### src/rtl/dut_rr_share_pkg.sv
// Shared constants, width helpers and the tag type for the round-robin
// request sharer and its in-order tag FIFO.
package dut_rr_share_pkg;

  localparam int unsigned payload_width_lp = 32'd80;
  localparam int unsigned num_req_lp       = 32'd4;
  localparam int unsigned tag_els_lp       = 32'd4;

  // Bits needed to name one of n items (at least one bit).
  function automatic int unsigned tag_width(input int unsigned n);
    return (n > 32'd1) ? $clog2(n) : 32'd1;
  endfunction

  // Bits needed to hold an occupancy count from 0 to els inclusive.
  function automatic int unsigned count_width(input int unsigned els);
    return $clog2(els + 32'd1);
  endfunction

  localparam int unsigned tag_width_lp = tag_width(num_req_lp);

  typedef logic [tag_width_lp-1:0] tag_t;

endpackage

### src/rtl/dut_rr_share_chk.sv
// Protocol checks for the request sharer.
module dut_rr_share_chk #(
  parameter int unsigned tag_els_p = 4,
  parameter int unsigned cnt_w_p   = 3
) (
  input logic               clk_i,
  input logic               reset_i,
  input logic               dut_v_i,
  input logic               head_v_i,
  input logic [cnt_w_p-1:0] count_i
);

  // A DUT response must always have an issuing requester to return to.
  resp_has_head_a: assert property (@(posedge clk_i) disable iff (reset_i)
    dut_v_i |-> head_v_i);

  // Occupancy never exceeds the tag storage.
  count_in_range_a: assert property (@(posedge clk_i) disable iff (reset_i)
    count_i <= cnt_w_p'(tag_els_p));

endmodule

### src/rtl/dut_rr_share_tag_fifo.sv
// In-order tag FIFO: remembers which requester issued each in-flight
// request so DUT responses can be routed back in issue order.
module dut_rr_share_tag_fifo
  import dut_rr_share_pkg::*;
#(
  parameter int unsigned els_p   = 4,
  parameter int unsigned width_p = 2
) (
  input  logic                            clk_i,
  input  logic                            reset_i,
  input  logic                            push_i,
  input  logic                            pop_i,
  input  logic [width_p-1:0]              data_i,
  output logic [width_p-1:0]              data_o,
  output logic                            full_o,
  output logic                            empty_o,
  output logic [count_width(els_p)-1:0]   count_o
);

  localparam int unsigned ptr_w_lp = tag_width(els_p);
  localparam int unsigned cnt_w_lp = count_width(els_p);
  localparam logic [ptr_w_lp-1:0] last_ptr_lp = ptr_w_lp'(els_p - 32'd1);
  localparam logic [cnt_w_lp-1:0] els_cnt_lp  = cnt_w_lp'(els_p);

  logic [width_p-1:0]  mem_q [els_p];
  logic [ptr_w_lp-1:0] rd_q, rd_d, wr_q, wr_d;
  logic [cnt_w_lp-1:0] cnt_q, cnt_d;
  logic                do_push_s, do_pop_s;

  assign full_o    = (cnt_q == els_cnt_lp);
  assign empty_o   = (cnt_q == '0);
  assign data_o    = mem_q[rd_q];
  assign count_o   = cnt_q;
  // Never overrun or underrun, whatever the caller asks for.
  assign do_push_s = push_i & ~full_o;
  assign do_pop_s  = pop_i & ~empty_o;

  // Next pointers wrap at els_p (not necessarily a power of two); count follows push/pop.
  always_comb begin
    rd_d  = rd_q;
    wr_d  = wr_q;
    cnt_d = cnt_q;
    if (do_push_s) begin
      wr_d = (wr_q == last_ptr_lp) ? '0 : wr_q + ptr_w_lp'(1'b1);
    end else begin
      wr_d = wr_q;
    end
    if (do_pop_s) begin
      rd_d = (rd_q == last_ptr_lp) ? '0 : rd_q + ptr_w_lp'(1'b1);
    end else begin
      rd_d = rd_q;
    end
    case ({do_push_s, do_pop_s})
      2'b10:   cnt_d = cnt_q + cnt_w_lp'(1'b1);
      2'b01:   cnt_d = cnt_q - cnt_w_lp'(1'b1);
      default: cnt_d = cnt_q;
    endcase
  end

  // Pointer and count state; reset empties the FIFO.
  always_ff @(posedge clk_i) begin
    if (reset_i) begin
      rd_q  <= '0;
      wr_q  <= '0;
      cnt_q <= '0;
    end else begin
      rd_q  <= rd_d;
      wr_q  <= wr_d;
      cnt_q <= cnt_d;
    end
  end

  // Tag storage; contents are don't-care while empty, so no reset.
  always_ff @(posedge clk_i) begin
    if (do_push_s) begin
      mem_q[wr_q] <= data_i;
    end
  end

endmodule

### src/rtl/dut_rr_share.sv
// Shares one valid/ready DUT among several requesters: round-robin grant on
// the request side, in-order tag FIFO to route responses back.
module dut_rr_share
  import dut_rr_share_pkg::*;
#(
  parameter int unsigned payload_width_p = 80,
  parameter int unsigned num_req_p       = 4,
  parameter int unsigned tag_els_p       = 4
) (
  input  logic                                 clk_i,
  input  logic                                 reset_i,
  input  logic [num_req_p-1:0]                 req_v_i,
  input  logic [num_req_p*payload_width_p-1:0] req_data_i,
  output logic [num_req_p-1:0]                 req_ready_o,
  output logic                                 dut_v_o,
  output logic [payload_width_p-1:0]           dut_data_o,
  input  logic                                 dut_ready_i,
  input  logic                                 dut_v_i,
  input  logic [payload_width_p-1:0]           dut_data_i,
  output logic                                 dut_ready_o,
  output logic [num_req_p-1:0]                 resp_v_o,
  output logic [payload_width_p-1:0]           resp_data_o,
  input  logic [num_req_p-1:0]                 resp_ready_i
);

  localparam int unsigned tag_w_lp = tag_width(num_req_p);
  localparam int unsigned cnt_w_lp = count_width(tag_els_p);
  localparam logic [tag_w_lp-1:0] last_req_lp = tag_w_lp'(num_req_p - 32'd1);
  localparam logic [tag_w_lp:0]   num_req_w_lp = (tag_w_lp+1)'(num_req_p);

  logic [tag_w_lp-1:0] ptr_q, ptr_d, winner_s, head_s, fifo_head_s;
  logic                any_v_s, tag_full_s, tag_empty_s, head_v_s;
  logic                hs_in_s, hs_out_s, bypass_s, push_s, pop_s;
  logic [cnt_w_lp-1:0] tag_count_s;

  // First valid requester at or after the pointer, wrapping around.
  always_comb begin
    logic [tag_w_lp:0]   sum_v;
    logic [tag_w_lp-1:0] idx_v;
    logic                found_v, hit_v;
    found_v  = 1'b0;
    hit_v    = 1'b0;
    sum_v    = '0;
    idx_v    = '0;
    winner_s = ptr_q;
    for (int k = 0; k < num_req_p; k++) begin
      sum_v    = {1'b0, ptr_q} + (tag_w_lp+1)'(k);
      idx_v    = (sum_v >= num_req_w_lp) ? tag_w_lp'(sum_v - num_req_w_lp) : tag_w_lp'(sum_v);
      hit_v    = ~found_v & req_v_i[idx_v];
      winner_s = hit_v ? idx_v : winner_s;
      found_v  = found_v | hit_v;
    end
  end

  assign any_v_s    = |req_v_i;
  // dut_v_o deliberately ignores dut_ready_i; a full FIFO blocks even if it pops this cycle.
  assign dut_v_o    = ~reset_i & any_v_s & ~tag_full_s;
  assign dut_data_o = req_data_i[winner_s*payload_width_p +: payload_width_p];
  assign hs_in_s    = dut_v_o & dut_ready_i;

  // With an empty FIFO the request being issued now is the head, so a
  // zero-latency DUT can answer in the same cycle.
  assign head_v_s    = ~reset_i & (~tag_empty_s | dut_v_o);
  assign head_s      = tag_empty_s ? winner_s : fifo_head_s;
  assign dut_ready_o = head_v_s & resp_ready_i[head_s];
  assign hs_out_s    = dut_v_i & dut_ready_o;
  assign resp_data_o = dut_data_i;

  // A same-cycle request and response on an empty FIFO never touches storage.
  assign bypass_s = tag_empty_s & hs_in_s & hs_out_s;
  assign push_s   = hs_in_s & ~bypass_s;
  assign pop_s    = hs_out_s & ~tag_empty_s;

  // One-hot grant and response-valid steering.
  always_comb begin
    req_ready_o           = '0;
    resp_v_o              = '0;
    req_ready_o[winner_s] = ~reset_i & any_v_s & dut_ready_i & ~tag_full_s;
    resp_v_o[head_s]      = dut_v_i & head_v_s;
  end

  // Pointer moves past the winner only when a request is accepted.
  always_comb begin
    if (hs_in_s) begin
      ptr_d = (winner_s == last_req_lp) ? '0 : winner_s + tag_w_lp'(1'b1);
    end else begin
      ptr_d = ptr_q;
    end
  end

  // Round-robin pointer register.
  always_ff @(posedge clk_i) begin
    if (reset_i) begin
      ptr_q <= '0;
    end else begin
      ptr_q <= ptr_d;
    end
  end

  dut_rr_share_tag_fifo #(
    .els_p   (tag_els_p),
    .width_p (tag_w_lp)
  ) u_tag_fifo (
    .clk_i   (clk_i),
    .reset_i (reset_i),
    .push_i  (push_s),
    .pop_i   (pop_s),
    .data_i  (winner_s),
    .data_o  (fifo_head_s),
    .full_o  (tag_full_s),
    .empty_o (tag_empty_s),
    .count_o (tag_count_s)
  );

  dut_rr_share_chk #(
    .tag_els_p (tag_els_p),
    .cnt_w_p   (cnt_w_lp)
  ) u_chk (
    .clk_i    (clk_i),
    .reset_i  (reset_i),
    .dut_v_i  (dut_v_i),
    .head_v_i (head_v_s),
    .count_i  (tag_count_s)
  );

endmodule

### config.mk
export PLATFORM = sky130hd
export DESIGN_NAME = dut_rr_share
export DESIGN_NICKNAME = d
export VERILOG_FILES = /design/src/rtl/dut_rr_share_pkg.sv /design/src/rtl/dut_rr_share_chk.sv /design/src/rtl/dut_rr_share_tag_fifo.sv /design/src/rtl/dut_rr_share.sv
export SDC_FILE = /design/constraint.sdc
export NUM_CORES = 1
export LEC_CHECK = 0
export BUFFER_PORTS_ARGS = -buffer_cell sky130_fd_sc_hd__buf_2
export CORE_AREA = 8 8 222 224
export CTS_CLUSTER_DIAMETER = 50
export CTS_CLUSTER_SIZE = 30
export DETAILED_ROUTE_END_ITERATION = 7
export DIE_AREA = 0 0 230 232
export SKIP_CTS_REPAIR_TIMING = 1
export SYNTH_ARGS = -nofsm -noshare
export SYNTH_HDL_FRONTEND = slang
export SYNTH_SLANG_ARGS = --single-unit
### constraint.sdc
create_clock -name clk_i -period 9.4 [get_ports clk_i]
set_input_delay 1.41 -clock clk_i [delete_from_list [all_inputs] [get_ports clk_i]]
set_output_delay 1.41 -clock clk_i [all_outputs]
set_load 0.1 [all_outputs]
==> qor.csv <==
stage,metric,value,unit
detailed_routing,aggregate routed wire length,25400,um
die,Die X,230,um
timing,worst hold slack,0.542,ns
timing,setup_tns,0,ns
grt,GRT Util Overall,8.52,%
layout,"Design Area, Final",6510,um^2
place,gp weighted congestion,0.901,
worst_setup_path,crit end category,output port,
timing,fmax,166,MHz
worst_setup_path,CP startpoint kind,input port,
synthesis,Yosys reg bits,19,
worst_setup_path,worst-path maximum fanout,88,
detailed_routing,DRC,0,
power,Sw Ratio,70.6,%
power,Total Power,1.17,mW
grt,vias in the first global route,6341,
worst_setup_path,Worst Path Required,7.99,ns
synthesis,count of different cell masters after synthesis,47,
die,area of the die,53400,um^2
timing,actual slew at the worst max-slew pin,0.796,ns
power,Sw Pwr,825,uW
power,Clock power frac,7.3,%
grt,antenna violations before repair,5,
die,row count,79,
clock_network,Clock Sinks,19,
clock_network,cts bufs inserted,3,
clock_network,root buffer cell,clkbuf_16,
place,hpwl dp,21600,um
synthesis,warnings from Yosys,0,
timing,Tmin final,6.02,ns
grt,first-pass GRT wire length,35900,um
timing,Worst Slack Setup Final,3.38,ns
timing,Rel. slew slack,46.9,%
synthesis,"Seq/Total Area, Yosys",10.6,%
synthesis,Mapped Area,4320,um^2
layout,share of layout cells above drive strength 1,42.9,%
power,pwr/cell area,180,nW/um^2
grt,largest net degree at the start of global routing,107,
detailed_routing,routed wire length per instance,15.4,um
power,Internal Power,344,uW
detailed_routing,antenna-violating nets left,0,
die,Ports,582,
synthesis,Synth Flop Type,dfxtp_1,
power,Peak supply drop,0.0967,mV
die,starting density of the core,9.43,%
timing,clock skew,0.00156,ns
synthesis,async set or reset register ratio after synthesis,0,%
job,total of max-cap violations,0,
worst_setup_path,Setup CP Type,in2out,
synthesis,Cells after Synth,743,
grt,global route total overflow,0,
timing,Final setup viols,0,
power,Lkg Pwr,3.51,nW
timing,Final Hold Fails,0,
place,Port-buffer cells,421,
detailed_routing,via total after detailed routing,6190,
clock_network,H-tree depth,1,
worst_setup_path,CP arrival,4.61,ns
detailed_routing,DRT iter0 DRCs,282,
die,Die H,232,um
layout,nets@finish,1465,
power,Logic pwr share,84.4,%
clock_network,clock tree buffer depth,2,
place,placed cell area,6420,um^2
synthesis,Post-synth EDFFs,8,
timing,final slew viol count,0,
timing,fin crit share,64.1,%
clock_network,Worst-Skew Late Latency,0.25,ns
clock_network,TritonCTS clock tree,yes,
clock_network,"Reg clk slew, reported paths",0.05,ns
place,pre-CTS WS,3.33,ns
synthesis,net count after synthesis,1166,
min_path,Hold Crit Class,reg2reg,
timing,RSZ-0062 raised after global routing,false,
status,status,"finished, final reports clean",
synthesis,syn_area_per_cell,5.82,um^2
detailed_routing,drt pass-1 iters,4,
die,Core Region,45900,um^2
detailed_routing,DR vias/cell,3.75,
layout,Area Overhead vs Synth,50.5,%
power,Reg power frac,8.3,%
-- path summary, 6_finish.rpt --
kind | cells past startpoint | start | slack [ns] | to
setup reg to reg | 13 | ptr_q[1] | 5.36 | u_tag_fifo.count_o[2]
setup / recovery | 10 | req_v_i[3] | 3.38 | dut_data_o[72]
hold / removal | 2 | ptr_q[0] | 0.54 | ptr_q[0]
hold reg to reg | 2 | ptr_q[0] | 0.54 | ptr_q[0]
-- cells in the final DEF, fill, tap and decap left out, types with 2 or more instances in the layout --
master / Yosys / layout
buf_2: 17 / 421
nand2_1: 326 / 325
and3_1: 85 / 84
a31oi_1: 80 / 80
nor2_1: 16 / 16
inv_1: 11 / 11
dfxtp_1: 11 / 11
ha_1: 10 / 10
edfxtp_1: 8 / 8
nor2b_1: 5 / 5
buf_4: 88 / 5
o21ai_0: 4 / 4
a21oi_1: 4 / 4
mux2i_1: 4 / 4
nand2b_1: 4 / 4
mux2_4: 3 / 3
or3_1: 3 / 3
nand3_1: 3 / 3
clkbuf_16: 0 / 3
a21o_1: 2 / 2
mux2_1: 2 / 2
xor2_1: 2 / 2
o21ai_1: 2 / 2
buf_12: 0 / 2
-- cell usage after synthesis (5+ instances only) --
cell / count / area, um^2
nand2_1: 326 / 1220
buf_4: 88 / 661
and3_1: 85 / 532
a31oi_1: 80 / 500
clkbuf_1: 29 / 109
buf_2: 17 / 85.1
nor2_1: 16 / 60.1
dfxtp_1: 11 / 220
inv_1: 11 / 41.3
ha_1: 10 / 125
edfxtp_1: 8 / 240
nor2b_1: 5 / 31.3
-- logic make-up (layout without fill, tap and decap cells) --
| logic type | after synthesis | count (layout) | share of synthesized area, % |
|---|---|---|---|
| compound gates | 103 | 103 | 16.0 |
| xor+xnor | 2 | 2 | 0.405 |
| fa+ha+maj | 11 | 11 | 3.36 |
| buf+inv | 147 | 445 | 20.9 |
| flops | 19 | 19 | 10.6 |
| mux | 11 | 11 | 3.27 |
| other cells | 0 | 1 | 0 |
| simple gates | 450 | 450 | 45.4 |
-- power groups by stage --
stage	clock network [mW]	logic [mW]	registers, mW
5_1_grt	0.0929	1.03	0.0977
4_1_cts	0.0888	0.991	0.0969
2_1_floorplan	0	0.941	0.0974
3_3_place_gp	0	0.990	0.0984
6_report	0.0857	0.986	0.0969
3_5_place_dp	0	0.989	0.0985
-- cell type report --
class,instances,area [um^2]
Tap cell,607,759
Inverter,13,51.3
Sequential cell,19,460
Antenna cell,1,2.50
Timing Repair Buffer,428,2180
Clock inverter,1,5.00
Fill cell,5370,39400
Multi-Input combinational cell,577,2970
Clock buffer,3,75.1
-- worst max-delay path: stages --
cell	delay, ns
buf_2	0.13
or3_1	0.35
o2111ai_1	0.16
nand2_4	0.32
inv_4	0.70
buf_12	0.37
nand2_1	0.09
and3_1	0.18
a31oi_1	0.27
buf_2	0.50
-- per-stage QoR --
stage | std cells | util [%]
2_1_floorplan | 743 | -
3_3_place_gp | 1644 | 14.0
3_5_place_dp | 1644 | 14.0
4_1_cts | 1648 | 14.2
5_1_grt | 1648 | 14.2
6_report | 1649 | 14.2
-- per-layer routing --
layer | track usage [%] | up-vias | wire [um]
li1 | - | 3013 | -
met2 | 15.0 | 376 | 12100
met5 | 0 | - | 46
met1 | 8.29 | 2705 | 8600
met4 | 6.37 | 6 | 2070
met3 | 2.82 | 90 | 2560
(Power assumes the default switching activity.)
